### config.mk
export PLATFORM = sky130hd
export DESIGN_NAME = freq_scan_ctrl
export DESIGN_NICKNAME = d
export VERILOG_FILES = /design/src/rtl/freq_scan_ctrl.sv
export SDC_FILE = /design/constraint.sdc
export NUM_CORES = 1
export LEC_CHECK = 0
export CORE_UTILIZATION = 53
export CTS_CLUSTER_SIZE = 40
export DETAILED_ROUTE_END_ITERATION = 7
export GPL_TIMING_DRIVEN = 1
export PLACE_DENSITY_LB_ADDON = 0.15
export SYNTH_ARGS = -nofsm -noshare
export SYNTH_HDL_FRONTEND = slang
export SYNTH_SLANG_ARGS = --single-unit
### constraint.sdc
create_clock -name clk -period 4.4 [get_ports clk]
set_input_delay 0.66 -clock clk [delete_from_list [all_inputs] [get_ports clk]]
set_output_delay 0.66 -clock clk [all_outputs]
set_load 0.05 [all_outputs]
### src/rtl/freq_scan_ctrl.sv
// Round-robin period meter: scans NCH square-wave inputs and reports one period per channel.
// Optional macro FREQ_SCAN_AVG_EN: each result is the truncated mean of four consecutive periods.
module freq_scan_ctrl #(
   parameter int          NCH     = 4,
   parameter int          CW      = 16,
   parameter int unsigned TIMEOUT = 16'hFFFF,
   parameter int          SETTLE  = 4
) (
   input  logic           clk,
   input  logic           rst_n,
   input  logic           start,
   input  logic           cont,
   input  logic [NCH-1:0] freq_in,
   output logic           busy,
   output logic [2:0]     chan_sel,
   output logic [CW-1:0]  period,
   output logic [2:0]     period_chan,
   output logic           period_valid,
   output logic           timeout,
   output logic [2:0]     dbg_state
);

   // Handshake: start is a level sampled only in IDLE; cont is sampled only in the
   // REPORT cycle of the last channel; period_valid is a one-cycle pulse, no back-pressure.
   typedef enum logic [2:0] {
      ST_IDLE    = 3'd0,
      ST_SETTLE  = 3'd1,
      ST_ARM     = 3'd2,
      ST_MEASURE = 3'd3,
      ST_REPORT  = 3'd4
   } state_t;

   localparam logic [CW:0] TO_LIM      = (CW+1)'(TIMEOUT);
   localparam logic [CW:0] INC1        = (CW+1)'(1);
   localparam logic [3:0]  SETTLE_LAST = 4'(SETTLE - 1);
   localparam logic [2:0]  LAST_CH     = 3'(NCH - 1);

   state_t         state_q, state_d;
   logic [2:0]     chan_q, chan_d;
   logic [3:0]     settle_q, settle_d;
   logic [CW-1:0]  cnt_q, cnt_d;
   logic [CW-1:0]  period_q, period_d;
   logic [2:0]     pchan_q, pchan_d;
   logic           to_q, to_d;

   logic [NCH-1:0] sync1_q, sync2_q, prev_q;
   logic [NCH-1:0] rise_vec;
   logic [7:0]     rise_pad;
   logic           sel_rise;
   logic [CW:0]    cnt_inc;
   logic           to_hit;
   logic [CW-1:0]  cnt_sat;

`ifdef FREQ_SCAN_AVG_EN
   logic [CW+1:0]  acc_q, acc_d;
   logic [1:0]     pidx_q, pidx_d;
`endif

   always_ff @(posedge clk or negedge rst_n) begin
      if (!rst_n) begin
         sync1_q <= '0;
         sync2_q <= '0;
         prev_q  <= '0;
      end else begin
         sync1_q <= freq_in;
         sync2_q <= sync1_q;
         prev_q  <= sync2_q;
      end
   end

   // Only the selected channel's edge is ever looked at; SETTLE ignores it so an
   // edge that straddles a channel switch never reaches ARM.
   assign rise_vec = sync2_q & ~prev_q;
   assign rise_pad = 8'(rise_vec);
   assign sel_rise = rise_pad[chan_q];

   // Elapsed cycles including the current one; abort when it reaches TIMEOUT.
   assign cnt_inc = {1'b0, cnt_q} + INC1;
   assign to_hit  = (cnt_inc >= TO_LIM);
   assign cnt_sat = (&cnt_q) ? cnt_q : cnt_inc[CW-1:0];

   always_ff @(posedge clk or negedge rst_n) begin
      if (!rst_n) begin
         state_q  <= ST_IDLE;
         chan_q   <= '0;
         settle_q <= '0;
         cnt_q    <= '0;
         period_q <= '0;
         pchan_q  <= '0;
         to_q     <= 1'b0;
      end else begin
         state_q  <= state_d;
         chan_q   <= chan_d;
         settle_q <= settle_d;
         cnt_q    <= cnt_d;
         period_q <= period_d;
         pchan_q  <= pchan_d;
         to_q     <= to_d;
      end
   end

`ifdef FREQ_SCAN_AVG_EN
   always_ff @(posedge clk or negedge rst_n) begin
      if (!rst_n) begin
         acc_q  <= '0;
         pidx_q <= '0;
      end else begin
         acc_q  <= acc_d;
         pidx_q <= pidx_d;
      end
   end
`endif

   always_comb begin
      state_d  = state_q;
      chan_d   = chan_q;
      settle_d = settle_q;
      cnt_d    = cnt_q;
      period_d = period_q;
      pchan_d  = pchan_q;
      to_d     = to_q;
`ifdef FREQ_SCAN_AVG_EN
      acc_d    = acc_q;
      pidx_d   = pidx_q;
`endif
      case (state_q)
         ST_IDLE: begin
            if (start) begin
               state_d  = ST_SETTLE;
               chan_d   = '0;
               settle_d = '0;
            end
         end
         ST_SETTLE: begin
            settle_d = settle_q + 4'd1;
            if (settle_q == SETTLE_LAST) begin
               state_d = ST_ARM;
               cnt_d   = '0;
            end
         end
         ST_ARM: begin
            if (sel_rise) begin
               state_d = ST_MEASURE;
               cnt_d   = '0;
`ifdef FREQ_SCAN_AVG_EN
               acc_d   = '0;
               pidx_d  = '0;
`endif
            end else if (to_hit) begin
               state_d  = ST_REPORT;
               period_d = '0;
               to_d     = 1'b1;
               pchan_d  = chan_q;
            end else begin
               cnt_d = cnt_sat;
            end
         end
         ST_MEASURE: begin
            // Edge has priority over abort on the TIMEOUT cycle.
            if (sel_rise) begin
               cnt_d = '0;
`ifdef FREQ_SCAN_AVG_EN
               acc_d  = acc_q + {1'b0, cnt_inc};
               pidx_d = pidx_q + 2'd1;
               if (pidx_q == 2'd3) begin
                  state_d  = ST_REPORT;
                  period_d = acc_d[CW+1:2];
                  to_d     = 1'b0;
                  pchan_d  = chan_q;
               end
`else
               state_d  = ST_REPORT;
               period_d = cnt_inc[CW-1:0];
               to_d     = 1'b0;
               pchan_d  = chan_q;
`endif
            end else if (to_hit) begin
               state_d  = ST_REPORT;
               period_d = '0;
               to_d     = 1'b1;
               pchan_d  = chan_q;
            end else begin
               cnt_d = cnt_sat;
            end
         end
         ST_REPORT: begin
            settle_d = '0;
            if (chan_q == LAST_CH) begin
               chan_d  = '0;
               state_d = cont ? ST_SETTLE : ST_IDLE;
            end else begin
               chan_d  = chan_q + 3'd1;
               state_d = ST_SETTLE;
            end
         end
         default: state_d = ST_IDLE;
      endcase
   end

   assign busy         = (state_q != ST_IDLE);
   assign chan_sel     = chan_q;
   assign period       = period_q;
   assign period_chan  = pchan_q;
   assign timeout      = to_q;
   assign period_valid = (state_q == ST_REPORT);
   assign dbg_state    = state_q;

endmodule

==> results_dict.tcl <==
set metrics [dict create \
    grt_use_total_pct 25.32 \
    final.period_utilization_pct 72.91 \
    pwr-share-comb_pct 30.8 \
    worst_setup_slack_after_layout_ns 1.192 \
    post-route-min-period_ns 3.208 \
    syn2layout_area_growth_pct 17.65 \
    drt-wirelength-per-cell_um 17.11 \
    worstPathCellList "ha_1, nand3_1, nor3_1, or2b_2, nand3_1, or3_1, o21ai_0" \
    initial_core_util_pct 55.26 \
    post_synthesis_register_bit_count 58 \
    drt_iter0_markers 229 \
    core_area_um2 5540 \
    p_clk_share_pct 30.5 \
    clock_tree.htree_level_count 3 \
    min_delay_worst_endpoint "sync2_q[1]$_DFF_PN0_" \
    post_route_cells_drive_above_1_share_pct 8.902 \
    report.power.total_uw 1784 \
    synth.cells.most_frequent "58 x dfrtp_1, 24 x o21ai_0, 19 x nand2_1, 18 x nand3_1, 18 x nor2_1" \
    cpLargestDelayFamily "simple AND/OR/NAND/NOR gates" \
    grt_first_pass_wirelength_um 11700 \
    grt_antenna_before_repair 0 \
    clk_transition_reported_paths_ns 0.07 \
    final_nets 345 \
    critical_path.max_stage_delay_ns 0.57 \
    fp-row-count 27 \
    sw_share_pct 37.71 \
    clk_latency_ns 0.34 \
    edff_count_synth 0 \
    postCtsSetupBuffers 0 \
    cts.root.buffer_cell "clkbuf_8" \
    numPortBuffers 35 \
    reg2reg_to "cnt_q[3]$_DFFE_PN0P_" \
    synthesis.instances 308 \
    crit_path_top_delay_cell "nor3_1" \
    max_cap_violations 0 \
    detailedPlace.worstSlack_ns 1.254 \
    timing.fmax_mhz 311.7 \
    grt_setup_unrepaired "false" \
    num_io_pins 36 \
    syn_nets 320 \
    yosysTopAreaCell "dfrtp_1" \
    syn_avg_cell_area_um2 9.941 \
    worst_r2r_path_depth 7 \
    final_total_negative_setup_slack_ns 0 \
    post-route-drc-count 0 \
    synth_most_common_cell "dfrtp_1" \
    p_int_uw 1112 \
    power_switching_uw 672.9 \
    gr-usage-met1_pct 35.12 \
    fin_skew_ns 0.01001 \
    gp_congestion 0.9589 \
    cp-start-kind "register" \
    arrival_ns 3.42 \
    hold_fails_final_rpt 0 \
    regToRegSetupSlack_ns 1.19 \
    synth_top_area_share_pct 47.40 \
    drv_slew 0 \
    via_per_inst 6.257 \
    synth.distinct_cells 55 \
    cp.buffers_inverters 0 \
    numClockSinks 58 \
    cts-resized-gates 0 \
    globalRoute.busiestLayer "met2" \
    vdd_drop_max_v 0.0002683 \
    timing.hold.worst.class "reg2reg" \
    timing_worst_slew_pin_value_ns 0.9693 \
    instances_no_fill 409 \
    largest_net_degree_at_the_start_of_global_routing 59 \
    timing.rr.start "cnt_q[0]$_DFFE_PN0P_" \
    cp_required_ns 4.61 \
    tritoncts.num_buffers 9 \
    end_kind "register" \
    power.sequential.fraction_pct 38.7 \
    utilization_pct 65.02 \
    die_area_um2 6085 \
    die_w_um 78.01 \
    met3_track_demand_over_resource_pct 6.706 \
    path_class "reg2reg" \
    cell_types_with_the_largest_area_share_after_synthesis "dfrtp_1 47%, o2bb2ai_1 4.0%, o21ai_0 3.9%" \
    wirelength_um 6997 \
    timing.critical_path.fanout_max 15 \
    drt_pre_antenna_iters 5 \
    power.density_nw_per_um2 495.4 \
    post_synth_instance_area_um2 3062 \
    crit_path_frequent_cell "nand3_1" \
    clock_tree_from_tritoncts "yes" \
    total_vias_in_the_final_route 2559 \
    final_hpwl_from_detailed_placement_um 4774 \
    dieHeight_um 78.01 \
    run_status "finished, final reports clean" \
    whs_path_depth 0 \
    yosysWarningCount 0 \
    leakage_uw 0.001480 \
    worst_slew_margin_rel_pct 34.78 \
    holdCritStartpoint "sync1_q[1]$_DFF_PN0_" \
    placedCellCount 394 \
    grt_overflow_total 0 \
    cts.path.max_buffers 2 \
    first_global_vias 2393 \
    report.final.setup_viol 0 \
    synth.yosys.seq_area_share_pct 47.40 \
    synth_ff_type "dfrtp_1" \
    residual_antenna_violating_net_count_after_detailed_routing 0 \
    cts_hold_buf 0 \
    synthArstFlopShare_pct 100.0 \
    met2_usage_pct 36.46 \
    num_antenna_cells 0 \
]
==> flip-flops by register name, indices dropped and copies added (netlist names) <==
name,count
cnt_q,16
dbg_state,3
settle_q,4
timeout,1
sync1_q,4
period_chan,3
prev_q,4
sync2_q,4
period,16
chan_sel,3
==> kinds of logic (layout without fill, tap and decap cells) <==
logic type	Yosys count	in the layout	synth area share (%)
buffers and inverters	29	58	4.781
adder cells (fa/ha/maj)	4	4	1.635
AO/OA/AOI/OAI	91	91	20.43
AND/OR/NAND/NOR	107	107	19.90
XOR/XNOR	15	15	4.291
multiplexers	4	4	1.553
flip-flops	58	58	47.40
==> placed cells by master (no fill, tap or decap), types with 8 or more instances in the layout <==
master / instances
a21oi_1: 12
clkbuf_8: 10
clkdlybuf4s50_1: 34
dfrtp_1: 58
nand2_1: 19
nand3_1: 18
nor2_1: 18
o21ai_0: 24
o221ai_1: 8
o2bb2ai_1: 14
xor2_1: 9
==> power groups by stage <==
stage / registers [uW] / logic [uW] / clock network, uW
final: 691 / 549 / 545
after global routing: 705 / 594 / 580
after CTS: 689 / 547 / 556
after detailed placement: 698 / 544 / 0
after floorplan: 752 / 330 / 0
after global placement: 695 / 538 / 0
==> final cells by class <==
class	count	area (um2)
timing repair buffer	36	352.8
tap	72	90.09
multi-input combinational	221	1464
clock inverter	4	76.32
sequential	58	1451
inverter	7	26.28
clock buffer	11	141.4
fill	465	1938
==> per-stage QoR <==
| step | area (um2) | hold WS (ns) |
|---|---|---|
| after floorplan | 3062 | 0.3312 |
| after global placement | 3385 | 0.3335 |
| after detailed placement | 3385 | 0.3365 |
| after CTS | 3602 | 0.3511 |
| after global routing | 3602 | 0.3562 |
| final | 3602 | 0.3486 |
==> worst max path at each step <==
stage	to	depth (start not counted)	startpoint
6_report	cnt_q[3]$_DFFE_PN0P_	7	cnt_q[0]$_DFFE_PN0P_
2_1_floorplan	period_valid	2	dbg_state[2]$_DFFE_PN0P_
3_3_place_gp	cnt_q[3]$_DFFE_PN0P_	7	cnt_q[0]$_DFFE_PN0P_
4_1_cts	cnt_q[3]$_DFFE_PN0P_	7	cnt_q[0]$_DFFE_PN0P_
3_5_place_dp	cnt_q[3]$_DFFE_PN0P_	7	cnt_q[0]$_DFFE_PN0P_
5_1_grt	cnt_q[3]$_DFFE_PN0P_	7	cnt_q[0]$_DFFE_PN0P_
==> worst reg2reg max path: cells and delay by family (launching register included) <==
kind            cells  cell delay [ns]
compound gates      1             0.07
fa+ha+maj           1             0.37
flops               1             0.53
simple gates        5             2.11
==> routing by layer <==
layer	share of wire, %	wire (um)
met1	47	3263
met2	44	3088
met3	6.8	476
met4	2.4	168
met5	0	0
Note: power is estimated with default switching activity, not from simulation.
